--- config.mk ---
export PLATFORM = sky130hd
export DESIGN_NAME = scanner_stream
export DESIGN_NICKNAME = d
export VERILOG_FILES = /design/src/rtl/scanner_stream.sv
export SDC_FILE = /design/constraint.sdc
export NUM_CORES = 1
export LEC_CHECK = 0
export ABC_AREA = 0
export CAP_MARGIN = 40
export CORE_ASPECT_RATIO = 1.2
export CORE_UTILIZATION = 55
export CTS_CLUSTER_DIAMETER = 150
export CTS_CLUSTER_SIZE = 40
export DETAILED_ROUTE_END_ITERATION = 10
export GPL_TIMING_DRIVEN = 0
export HOLD_SLACK_MARGIN = 0.03
export PLACE_DENSITY = 0.76
export REMOVE_ABC_BUFFERS = 1
export SYNTH_ARGS = -nofsm -noshare
export SYNTH_HDL_FRONTEND = slang
export SYNTH_SLANG_ARGS = --single-unit
export TNS_END_PERCENT = 10
--- constraint.sdc ---
create_clock -name clk -period 4.5 [get_ports clk]
set_input_delay 0.9 -clock clk [delete_from_list [all_inputs] [get_ports clk]]
set_output_delay 0.9 -clock clk [all_outputs]
set_load 0.05 [all_outputs]
--- src/rtl/scanner_stream.sv ---
// scanner_stream: buffers samples in a FIFO, announces fill thresholds as 8-bit serial
// command frames and drains the buffer as one 0x07-headed data frame once the link is granted.
module scanner_stream #(
  parameter int unsigned DATA_W   = 8,
  parameter int unsigned DEPTH    = 10,
  parameter int unsigned TH_READY = 8,
  parameter int unsigned TH_START = 9,
  parameter int unsigned BIT_DIV  = 2
) (
  input  logic                       clk,
  input  logic                       rst,
  input  logic                       start_scan,
  input  logic                       peer_half,
  input  logic                       ready_in,
  input  logic                       sample_valid,
  input  logic [DATA_W-1:0]          sample_in,
  output logic                       ser_clk,
  output logic                       ser_data,
  output logic                       ser_busy,
  output logic [$clog2(DEPTH+1)-1:0] fill,
  output logic [1:0]                 state,
  output logic                       overflow
);

  localparam int unsigned FillW = $clog2(DEPTH + 1);
  localparam int unsigned PtrW  = $clog2(DEPTH);
  // Shift register wide enough for a command byte or one sample, MSB-aligned.
  localparam int unsigned ShW   = (DATA_W > 8) ? DATA_W : 8;
  localparam int unsigned BitW  = $clog2(ShW + 1);
  localparam int unsigned DivW  = $clog2(BIT_DIV);

  typedef enum logic [1:0] {
    StIdle     = 2'd0,
    StActive   = 2'd1,
    StStandby  = 2'd2,
    StTransfer = 2'd3
  } stateT;

  logic [DATA_W-1:0] mem [DEPTH];

  stateT            stateQ;
  logic [FillW-1:0] fillQ;
  logic [PtrW-1:0]  wrPtr;
  logic [PtrW-1:0]  rdPtr;
  logic [2:0]       pendQ;      // bit0=0x02, bit1=0x03, bit2=0x04
  logic             overflowQ;

  logic             busyQ;
  logic             dataFrameQ; // current frame is the data frame
  logic             inEntryQ;   // current word is a FIFO entry, not the header
  logic [DivW-1:0]  divCnt;
  logic [BitW-1:0]  bitLeft;
  logic [FillW-1:0] entLeft;
  logic [ShW-1:0]   shReg;

  logic             wrEn;
  logic [FillW-1:0] fillInc;
  logic             dropSample;
  logic [2:0]       pendSet;
  logic [2:0]       cmdClr;
  logic [7:0]       cmdCode;
  logic             flush;
  logic             cmdStart;
  logic             dataStart;
  logic             bitEnd;
  logic             wordEnd;
  logic             popEn;
  logic             dataDone;
  logic [PtrW-1:0]  memRdAddr;
  logic [DATA_W-1:0] memRd;

  function automatic logic [PtrW-1:0] incPtr(input logic [PtrW-1:0] p);
    return (p == PtrW'(DEPTH - 1)) ? '0 : p + PtrW'(1);
  endfunction

  // Decode writes, threshold crossings, serializer start conditions and word boundaries.
  always_comb begin
    wrEn       = (stateQ == StActive) && sample_valid && (fillQ < FillW'(DEPTH));
    fillInc    = fillQ + FillW'(1);
    dropSample = sample_valid &&
                 (((stateQ == StActive) && (fillQ >= FillW'(DEPTH))) ||
                  (stateQ == StStandby) || (stateQ == StTransfer));
    pendSet = 3'b000;
    if (wrEn) begin
      pendSet = {fillInc == FillW'(DEPTH), fillInc == FillW'(TH_START),
                 fillInc == FillW'(TH_READY)};
    end
    // Abort is only possible before the data frame has begun.
    flush    = (stateQ == StTransfer) && !dataFrameQ && peer_half;
    cmdStart = !busyQ && (pendQ != 3'b000) && !flush;
    cmdClr   = 3'b100;
    cmdCode  = 8'h04;
    if (pendQ[0]) begin
      cmdClr  = 3'b001;
      cmdCode = 8'h02;
    end else if (pendQ[1]) begin
      cmdClr  = 3'b010;
      cmdCode = 8'h03;
    end
    dataStart = (stateQ == StTransfer) && !dataFrameQ && !busyQ && (pendQ == 3'b000) &&
                !peer_half;
    bitEnd    = busyQ && (divCnt == DivW'(BIT_DIV - 1));
    wordEnd   = bitEnd && (bitLeft == BitW'(1));
    popEn     = wordEnd && dataFrameQ && inEntryQ;
    dataDone  = wordEnd && dataFrameQ && (entLeft == '0);
    memRdAddr = popEn ? incPtr(rdPtr) : rdPtr;
    memRd     = mem[memRdAddr];
  end

  // Sample storage; written only while scanning.
  always_ff @(posedge clk) begin
    if (wrEn) begin
      mem[wrPtr] <= sample_in;
    end
  end

  // Control FSM, FIFO bookkeeping, pending commands and frame serializer.
  always_ff @(posedge clk) begin
    if (rst) begin
      stateQ     <= StIdle;
      fillQ      <= '0;
      wrPtr      <= '0;
      rdPtr      <= '0;
      pendQ      <= 3'b000;
      overflowQ  <= 1'b0;
      busyQ      <= 1'b0;
      dataFrameQ <= 1'b0;
      inEntryQ   <= 1'b0;
      divCnt     <= '0;
      bitLeft    <= '0;
      entLeft    <= '0;
      shReg      <= '0;
    end else begin
      unique case (stateQ)
        StIdle: begin
          if (start_scan) stateQ <= StActive;
        end
        StActive: begin
          if (wrEn && (fillInc == FillW'(DEPTH))) begin
            stateQ <= ready_in ? StTransfer : StStandby;
          end
        end
        StStandby: begin
          if (ready_in || peer_half) stateQ <= StTransfer;
        end
        StTransfer: begin
          if (flush || dataDone) stateQ <= StIdle;
        end
        default: stateQ <= StIdle;
      endcase

      if (flush || dataDone) begin
        fillQ <= '0;
        wrPtr <= '0;
        rdPtr <= '0;
        pendQ <= 3'b000;
      end else begin
        if (wrEn) begin
          fillQ <= fillInc;
          wrPtr <= incPtr(wrPtr);
        end else if (popEn) begin
          fillQ <= fillQ - FillW'(1);
          rdPtr <= incPtr(rdPtr);
        end
        pendQ <= (pendQ & ~(cmdStart ? cmdClr : 3'b000)) | pendSet;
      end

      if (dropSample) overflowQ <= 1'b1;

      if (cmdStart) begin
        busyQ      <= 1'b1;
        dataFrameQ <= 1'b0;
        inEntryQ   <= 1'b0;
        divCnt     <= '0;
        bitLeft    <= BitW'(8);
        entLeft    <= '0;
        shReg      <= ShW'(cmdCode) << (ShW - 8);
      end else if (dataStart) begin
        busyQ      <= 1'b1;
        dataFrameQ <= 1'b1;
        inEntryQ   <= 1'b0;
        divCnt     <= '0;
        bitLeft    <= BitW'(8);
        entLeft    <= fillQ;
        shReg      <= ShW'(8'h07) << (ShW - 8);
      end else if (busyQ) begin
        if (bitEnd) begin
          divCnt <= '0;
          if (wordEnd) begin
            if (entLeft != '0) begin
              shReg    <= ShW'(memRd) << (ShW - DATA_W);
              bitLeft  <= BitW'(DATA_W);
              entLeft  <= entLeft - FillW'(1);
              inEntryQ <= 1'b1;
            end else begin
              busyQ      <= 1'b0;
              dataFrameQ <= 1'b0;
              inEntryQ   <= 1'b0;
              bitLeft    <= '0;
              shReg      <= '0;
            end
          end else begin
            shReg   <= shReg << 1;
            bitLeft <= bitLeft - BitW'(1);
          end
        end else begin
          divCnt <= divCnt + DivW'(1);
        end
      end
    end
  end

  assign state    = stateQ;
  assign fill     = fillQ;
  assign overflow = overflowQ;
  assign ser_busy = busyQ;
  assign ser_clk  = busyQ && (divCnt >= DivW'(BIT_DIV / 2));
  assign ser_data = busyQ && shReg[ShW-1];

endmodule
==> results of run 1 <==
state kept, by name (all words and copies together), names as in the netlist:
| signal | count |
|---|---|
| fill | 4 |
| dataFrameQ | 1 |
| bitLeft | 4 |
| wrPtr | 4 |
| rdPtr | 4 |
| mem | 80 |
| overflow | 1 |
| ser_busy | 1 |
| state | 2 |
| inEntryQ | 1 |
| pendQ | 3 |
| entLeft | 4 |
| divCnt | 1 |
| shReg | 8 |
routing by layer:
| metal | track usage, % | vias to the layer above |
|---|---|---|
| li1 | - | 1960 |
| met1 | 30.94 | 1985 |
| met2 | 41.95 | 150 |
| met3 | 6.775 | 30 |
| met4 | 11.90 | 0 |
| met5 | 0 | - |
synthesized netlist by cell type (all sizes together), types with 7 or more instances:
library cell	count	share of area (%)
clkbuf	25	1.7
inv	17	1.1
nand2	27	2.0
and3	22	2.5
a21oi	40	3.6
mux2	10	2.0
nor2	36	2.4
nor3	13	1.2
dfxtp	38	14
a211oi	30	4.3
edfxtp	80	43
ha	15	3.4
o21ai	19	1.8
nand3	16	1.4
buf	7	0.76
final cells by class:
| type | count | area [µm²] |
|---|---|---|
| Multi-Input combinational cell | 330 | 2240 |
| Tap cell | 123 | 153.9 |
| Clock inverter | 14 | 160.2 |
| Inverter | 17 | 63.81 |
| Clock buffer | 17 | 425.4 |
| Sequential cell | 118 | 3163 |
| Fill cell | 692 | 3212 |
| Timing Repair Buffer | 33 | 292.8 |
report_power, final:
group | switching [mW] | internal (mW) | total, mW | leakage (nW)
Clock | 0.473 | 0.861 | 1.33 | 0.288
Sequential | 0.0713 | 1.21 | 1.28 | 1.03
Combinational | 0.368 | 0.206 | 0.574 | 0.926
Total | 0.912 | 2.28 | 3.19 | 2.24
critical path: cells and delay by family, from the launching register on:
kind / cells / cell delay [ns]
flip-flops: 1 / 0.39
AND/OR/NAND/NOR: 2 / 1.12
AO/OA/AOI/OAI: 4 / 1.74
adder cells (fa/ha/maj): 1 / 0.20
worst min path at each step:
| stage | depth (start not counted) | slack, ns | start | to |
|---|---|---|---|---|
| 6_report | 2 | 0.49 | overflow$_SDFFE_PP0P_ | overflow$_SDFFE_PP0P_ |
| 5_1_grt | 2 | 0.52 | pendQ[2]$_SDFF_PP0_ | pendQ[2]$_SDFF_PP0_ |
| 4_1_cts | 2 | 0.49 | overflow$_SDFFE_PP0P_ | overflow$_SDFFE_PP0P_ |
| 3_5_place_dp | 2 | 0.48 | overflow$_SDFFE_PP0P_ | overflow$_SDFFE_PP0P_ |
| 3_3_place_gp | 2 | 0.45 | overflow$_SDFFE_PP0P_ | overflow$_SDFFE_PP0P_ |
| 2_1_floorplan | 2 | 0.46 | pendQ[2]$_SDFF_PP0_ | pendQ[2]$_SDFF_PP0_ |
cell families after synthesis:
kind of cell    share of synthesized area, %
buf+inv                                3.585
flops                                  56.64
fa+ha+maj                              3.361
mux                                    2.196
xor+xnor                              0.7844
compound gates                         18.55
simple gates                           14.88
==> results.ini, run 1 <==
[clock_network]
clk_latency_ns = 0.41
path_clk_slew_ns = 0.05
tritoncts = done
cts_num_sinks = 118
cts_hold_buf = 0
postCtsSetupBuffers = 0
cts_resized = 0
htreeDepth = 4
cts_root_buf = clkbuf_16
cts_made_buffers = 17
cts.path.max_buffers = 2

[synth]
synth_flop_cell = edfxtp_1
async_flop_share_pct = 0
netlist_area_mm2 = 0.005584
syn_inst = 497
ys_warn_count = 0
synth.yosys.seq_area_share_pct = 56.64
syn_avg_cell_area_um2 = 11.24
ys_ff_latch = 118
synth_edf_count = 80
synth.distinct_cells = 66

[timing]
post-route-period-util_pct = 79.71
period_minus_slack_ns = 3.587
max_slew.worst_pin.slew_ns = 1.144
fin_setup_tns_ns = 0
hold_violations = 0
slew_headroom_pct = 23.74
finalSetupViolCount = 0
fin_ws_ns = 0.9133
rsz0062_at_grt = no
fin_skew_ns = 0.007932
final_max_slew_viol_count = 0
timing.hold.ws_ns = 0.4893
max_clock_freq_mhz = 278.8

[die]
rows = 39
initial_core_util_pct = 57.51
dieArea_mm2 = 0.01056
core_mm2 = 0.009711
io_pins = 24
die_w_um = 93.98
die_h_um = 112.4

[worst_setup_path]
critPathKind = flop to flop
startpoint = bitLeft[0]$_SDFFE_PP0P_
crit_path_end = shReg[5]$_SDFFE_PP0P_
timing.rr.end = shReg[5]$_SDFFE_PP0P_
crit_fanout = 13
r2r-start = bitLeft[0]$_SDFFE_PP0P_
critPathMaxStageDelay_ns = 1.11
cp.arrival_ns = 3.87
critical_path.cell_chain = ha_1, nor3b_2, nand4_1, a221oi_1, a41oi_1, o221ai_1, a211oi_2
worstSetupEndpointType = flop
cp-start-kind = flop
r2r_setup_slack_ns = 0.91
r2r_cells = 7
worstPathRequired_ns = 4.79
crit_slowest_cell = a221oi_1

[finish]
final_area_mm2 = 0.006499
area_growth_pct = 16.38
final_core_util_pct = 66.92
final_common_cell = edfxtp_1
final_cell_mix = 80 x edfxtp_1, 40 x a21oi_1, 38 x dfxtp_1, 36 x nor2_1, 27 x a211oi_1
drive_gt1_share_pct = 13.42
diodes = 0
num-nets-final = 546
fin_cells = 652

[place]
place_area_mm2 = 0.005913
portBuffers = 23
place_ws_ns = 0.9948
hpwl_um = 8417
gp_congestion = 0.8471
post-place-cells = 621

[grt]
grt-ovfl-total = 0
grt_pass1_wl_um = 19870
grt_use_total_pct = 25.46
antenna_found_initial = 0
grt_max_degree = 26
first_global_vias = 3961

[routing]
num_vias = 4125
wl_met3_um = 812
wire_per_inst_um = 19.11
drc = 0
viasPerCell = 6.327
drtIter0Drc = 402
wl_um = 12460
dr.max_layer_used = met4
ant_nets = 0
firstDrtPassIters = 5
wl_met2_um = 6280
met1Wirelength_um = 5050

[run]
cap_violations = 0

[pwr]
ir_drop_mv = 0.2314
power_density_mw_per_mm2 = 491.2
leakage_nw = 2.241
total_power_mw = 3.192

[run_status]
status = finished clean

[hold_path]
worstHoldPathType = flop to flop

(Power assumes the default switching activity.)
==> inputs of run 2 (changes only) <==
==> constraint.sdc (replaced) <==
create_clock -name clk -period 3.5 [get_ports clk]
set_input_delay 0.7 -clock clk [delete_from_list [all_inputs] [get_ports clk]]
set_output_delay 0.7 -clock clk [all_outputs]
set_load 0.05 [all_outputs]
==> results.ini, run 2 (synthesis gave the netlist of run 1 again) <==
[timing]
fin_setup_tns_ns = 0
hold_violations = 0
max_clock_freq_mhz = 301.9
period_minus_slack_ns = 3.312
post-route-period-util_pct = 94.63
slew_headroom_pct = 39.52
fin_skew_ns = 0.006712
max_slew.worst_pin.slew_ns = 0.9038
final_max_slew_viol_count = 0
finalSetupViolCount = 0
rsz0062_at_grt = no

[routing]
wl_um = 12490
drtIter0Drc = 377
num_vias = 4128
wire_per_inst_um = 19.16
viasPerCell = 6.331
ant_nets = 0
drc = 0
firstDrtPassIters = 5

[grt]
grt_use_total_pct = 25.47
grt_pass1_wl_um = 19890
antenna_found_initial = 0
grt_max_degree = 26
first_global_vias = 3959
grt-ovfl-total = 0

[clock_network]
path_clk_slew_ns = 0.05
cts.path.max_buffers = 2
cts_made_buffers = 17
clk_latency_ns = 0.41
cts_root_buf = clkbuf_16
tritoncts = done
cts_num_sinks = 118
htreeDepth = 4

[hold_path]
hold_depth = 2
worstHoldPathType = flop to flop

[worst_setup_path]
r2r_setup_slack_ns = 0.19
cp-start-kind = flop
crit_fanout = 16
worstPathRequired_ns = 3.79
worstSetupEndpointType = flop
r2r_cells = 7
cp.arrival_ns = 3.60
critPathKind = flop to flop

[place]
post-place-cells = 621
hpwl_um = 8417
place_area_mm2 = 0.005913
gp_congestion = 0.8471
portBuffers = 23

[finish]
fillerInstances = 690
drive_gt1_share_pct = 13.61
num-nets-final = 546
top_register = mem
fin_cells = 652
final_core_util_pct = 66.99
final_cell_mix = 80 x edfxtp_1, 40 x a21oi_1, 38 x dfxtp_1, 36 x nor2_1, 27 x a211oi_1
largest_reg_flops = 80
final_common_cell = edfxtp_1
regArea_mm2 = 0.003163
diodes = 0
final_area_mm2 = 0.006505
reg_top3 = mem (80), shReg (8)
area_growth_pct = 16.49
multiInputGateArea_mm2 = 0.002246

[die]
dieArea_mm2 = 0.01056
rows = 39
core_mm2 = 0.009711
initial_core_util_pct = 57.51
die_w_um = 93.98
io_pins = 24
die_h_um = 112.4

[run]
cap_violations = 0

[run_status]
status = finished clean

[pwr]
power_density_mw_per_mm2 = 631.6
leakage_nw = 2.241
ir_drop_mv = 0.3003

run 2: worst max-delay path, cell delays in order (launching register included):
cell and delay (ns):
dfxtp_1 0.39, ha_1 0.20, or3b_1 0.65, nor4_2 0.84, nor2_1 0.44, a211oi_1 0.36
o2111a_1 0.25, a211oi_1 0.05
run 2: through the flow:
stage / power (mW) / hold slack, ns / setup slack [ns]
6_report: 4.109 / 0.4925 / 0.1879
5_1_grt: 4.270 / 0.5226 / 0.03952
4_1_cts: 4.120 / 0.4937 / 0.2280
3_5_place_dp: 2.405 / 0.4818 / -0.005211
3_3_place_gp: 2.361 / 0.4500 / -0.2191
2_1_floorplan: 2.162 / 0.4571 / 0.5676
run 2: path summary, 6_finish.rpt:
path	endpoint	startpoint
worst max-delay path	shReg[7]$_SDFFE_PP0P_	bitLeft[0]$_SDFFE_PP0P_
worst min-delay path	overflow$_SDFFE_PP0P_	overflow$_SDFFE_PP0P_
worst max register to register	shReg[7]$_SDFFE_PP0P_	bitLeft[0]$_SDFFE_PP0P_
worst min register to register	overflow$_SDFFE_PP0P_	overflow$_SDFFE_PP0P_
run 2: layout make-up:
| cell class | count | share of cell area (%) |
|---|---|---|
| clock buffer | 17 | 6.540 |
| timing repair buffer | 33 | 4.501 |
| inverter | 17 | 0.9810 |
| tap | 123 | 2.366 |
| clock inverter | 14 | 2.462 |
| multi-input combinational | 330 | 34.53 |
| sequential | 118 | 48.62 |
run 2: layer usage:
| layer | vias to the layer above | wire [µm] | global-route usage [%] |
|---|---|---|---|
| met5 | - | 0 | 0 |
| met4 | 0 | 262 | 11.90 |
| met3 | 23 | 646 | 6.775 |
| met2 | 129 | 6410 | 41.95 |
| met1 | 2009 | 5172 | 30.98 |
| li1 | 1967 | - | - |
run 2: power breakdown:
group / internal, mW / switching (mW)
Sequential: 1.56 / 0.0912
Clock: 1.11 / 0.612
Combinational: 0.266 / 0.474
Total: 2.93 / 1.18
run 2: what timing repair did:
item,4_1_cts,5_1_grt
hold buffers,0,0
endpoints found under the setup margin,1,0
gates resized for setup,1,0
setup buffers,0,0
==> inputs of run 3 (changes only) <==
==> constraint.sdc (replaced) <==
create_clock -name clk -period 3.1 [get_ports clk]
set_input_delay 0.62 -clock clk [delete_from_list [all_inputs] [get_ports clk]]
set_output_delay 0.62 -clock clk [all_outputs]
set_load 0.05 [all_outputs]
==> results.ini, run 3 (synthesis gave the netlist of run 1 again) <==
[place]
hpwl_um = 8417
place_ws_ns = -0.4052
gp_congestion = 0.8471
place_area_mm2 = 0.005913
portBuffers = 23

[finish]
regArea_mm2 = 0.003163
diodes = 0
final_common_cell = edfxtp_1
final_cell_mix = 80 x edfxtp_1, 39 x a21oi_1, 38 x dfxtp_1, 35 x nor2_1, 27 x a211oi_1
final_area_mm2 = 0.006586
fillerInstances = 676
multiInputGateArea_mm2 = 0.002298
largest_reg_flops = 80
num-nets-final = 550
drive_gt1_share_pct = 15.20
reg_top3 = mem (80), shReg (8)
final_core_util_pct = 67.83
area_growth_pct = 17.95
top_register = mem

[pwr]
leakage_nw = 2.275
pwr-share-seq_pct = 40.1
combPwrFrac_pct = 18.2
swShare_pct = 28.80
switching_power_mw = 1.342
p_int_mw = 3.319
clkPwrFrac_pct = 41.7
power_density_mw_per_mm2 = 707.6
total_power_mw = 4.661
ir_drop_mv = 0.3414

[routing]
wire_per_inst_um = 19.27
drc = 0
ant_nets = 0
firstDrtPassIters = 6
drtIter0Drc = 367
wl_um = 12640
num_vias = 4181
viasPerCell = 6.373

[clock_network]
cts_num_sinks = 118
cts_root_buf = clkbuf_16
cts_hold_buf = 0
tritoncts = done
cts_made_buffers = 17
htreeDepth = 4
path_clk_slew_ns = 0.06
cts.path.max_buffers = 2
clk_latency_ns = 0.42

[worst_setup_path]
cp.arrival_ns = 3.25
r2r_setup_slack_ns = 0.14
timing.rr.end = shReg[6]$_SDFFE_PP0P_
r2r-start = bitLeft[0]$_SDFFE_PP0P_
cp-start-kind = flop
critPathKind = flop to flop
worstSetupEndpointType = flop
crit_fanout = 25
worstPathRequired_ns = 3.39
r2r_cells = 7

[die]
dieArea_mm2 = 0.01056
rows = 39
io_pins = 24
die_w_um = 93.98
die_h_um = 112.4
initial_core_util_pct = 57.51
core_mm2 = 0.009711

[timing]
fin_ws_ns = 0.1358
period_minus_slack_ns = 2.964
max_slew.worst_pin.slew_ns = 0.8957
finalSetupViolCount = 0
max_clock_freq_mhz = 337.4
fin_setup_tns_ns = 0
post-route-period-util_pct = 95.62
slew_headroom_pct = 40.29
rsz0062_at_grt = no
hold_violations = 0
final_max_slew_viol_count = 0
fin_skew_ns = 0.009507

[grt]
met1_usage_pct = 30.98
grt_most_used_layer = met2
grt_max_degree = 26
grt-ovfl-total = 0
grt_use_total_pct = 25.47
antenna_found_initial = 0
grt_pass1_wl_um = 19890
first_global_vias = 3959
grtUsageMet2_pct = 41.95
grt_util_met3_pct = 6.775

[run]
cap_violations = 0

[run_status]
status = finished clean

[hold_path]
worstHoldPathType = flop to flop
hold_depth = 2
holdCritStartpoint = overflow$_SDFFE_PP0P_
min_to = overflow$_SDFFE_PP0P_

run 3: repair_timing:
action	4_1_cts	5_1_grt
gates cloned	0	0
pin swaps	1	2
endpoints found under the hold margin	0	0
resized for setup	3	8
endpoints found under the setup margin	9	8
buffers inserted	0	4
run 3: worst max-delay path: stages (launching register included):
cell and delay [ns]:
dfxtp_1 0.39, ha_1 0.20, or3b_4 0.51, or4_4 0.69
nand2_8 0.22, mux2_2 0.37, o221ai_1 0.31, a211oi_2 0.12
run 3: layout make-up:
| class | count | area share, % |
|---|---|---|
| repair buffers | 37 | 4.882 |
| flip-flops and latches | 118 | 48.02 |
| clock inverters | 14 | 2.432 |
| clock buffers | 17 | 6.459 |
| well taps | 123 | 2.337 |
| multi-input cells | 330 | 34.90 |
| inverters | 17 | 0.9688 |
run 3: worst max path at each step:
stage,startpoint,end,cells after the start
finish,bitLeft[0]$_SDFFE_PP0P_,shReg[6]$_SDFFE_PP0P_,7
CTS,bitLeft[0]$_SDFFE_PP0P_,shReg[5]$_SDFFE_PP0P_,7
detailed placement,bitLeft[0]$_SDFFE_PP0P_,shReg[7]$_SDFFE_PP0P_,7
global route,bitLeft[0]$_SDFFE_PP0P_,shReg[5]$_SDFFE_PP0P_,7
floorplan,ser_busy$_SDFF_PP0_,shReg[4]$_SDFFE_PP0P_,6
global placement,bitLeft[0]$_SDFFE_PP0P_,shReg[7]$_SDFFE_PP0P_,7
run 3: power by group through the flow:
stage               logic [mW]  registers (mW)  clock network, mW
finish                   0.846            1.87               1.95
global route             0.919            1.88               2.04
CTS                      0.829            1.86               1.96
detailed placement       0.822            1.89                  0
global placement         0.777            1.89                  0
floorplan                0.492            1.95                  0
run 3: per-stage QoR:
stage	std cells	hold slack [ns]
finish	656	0.4884
floorplan	465	0.4571
global route	656	0.5226
detailed placement	621	0.4818
global placement	611	0.4500
CTS	652	0.4937
run 3: routing by layer:
metal	share of wire (%)	routed length [µm]	up-vias
met5	0	0	-
li1	-	-	1968
met2	51	6505	137
met3	4.9	623	26
met1	42	5266	2050
met4	1.9	244	0
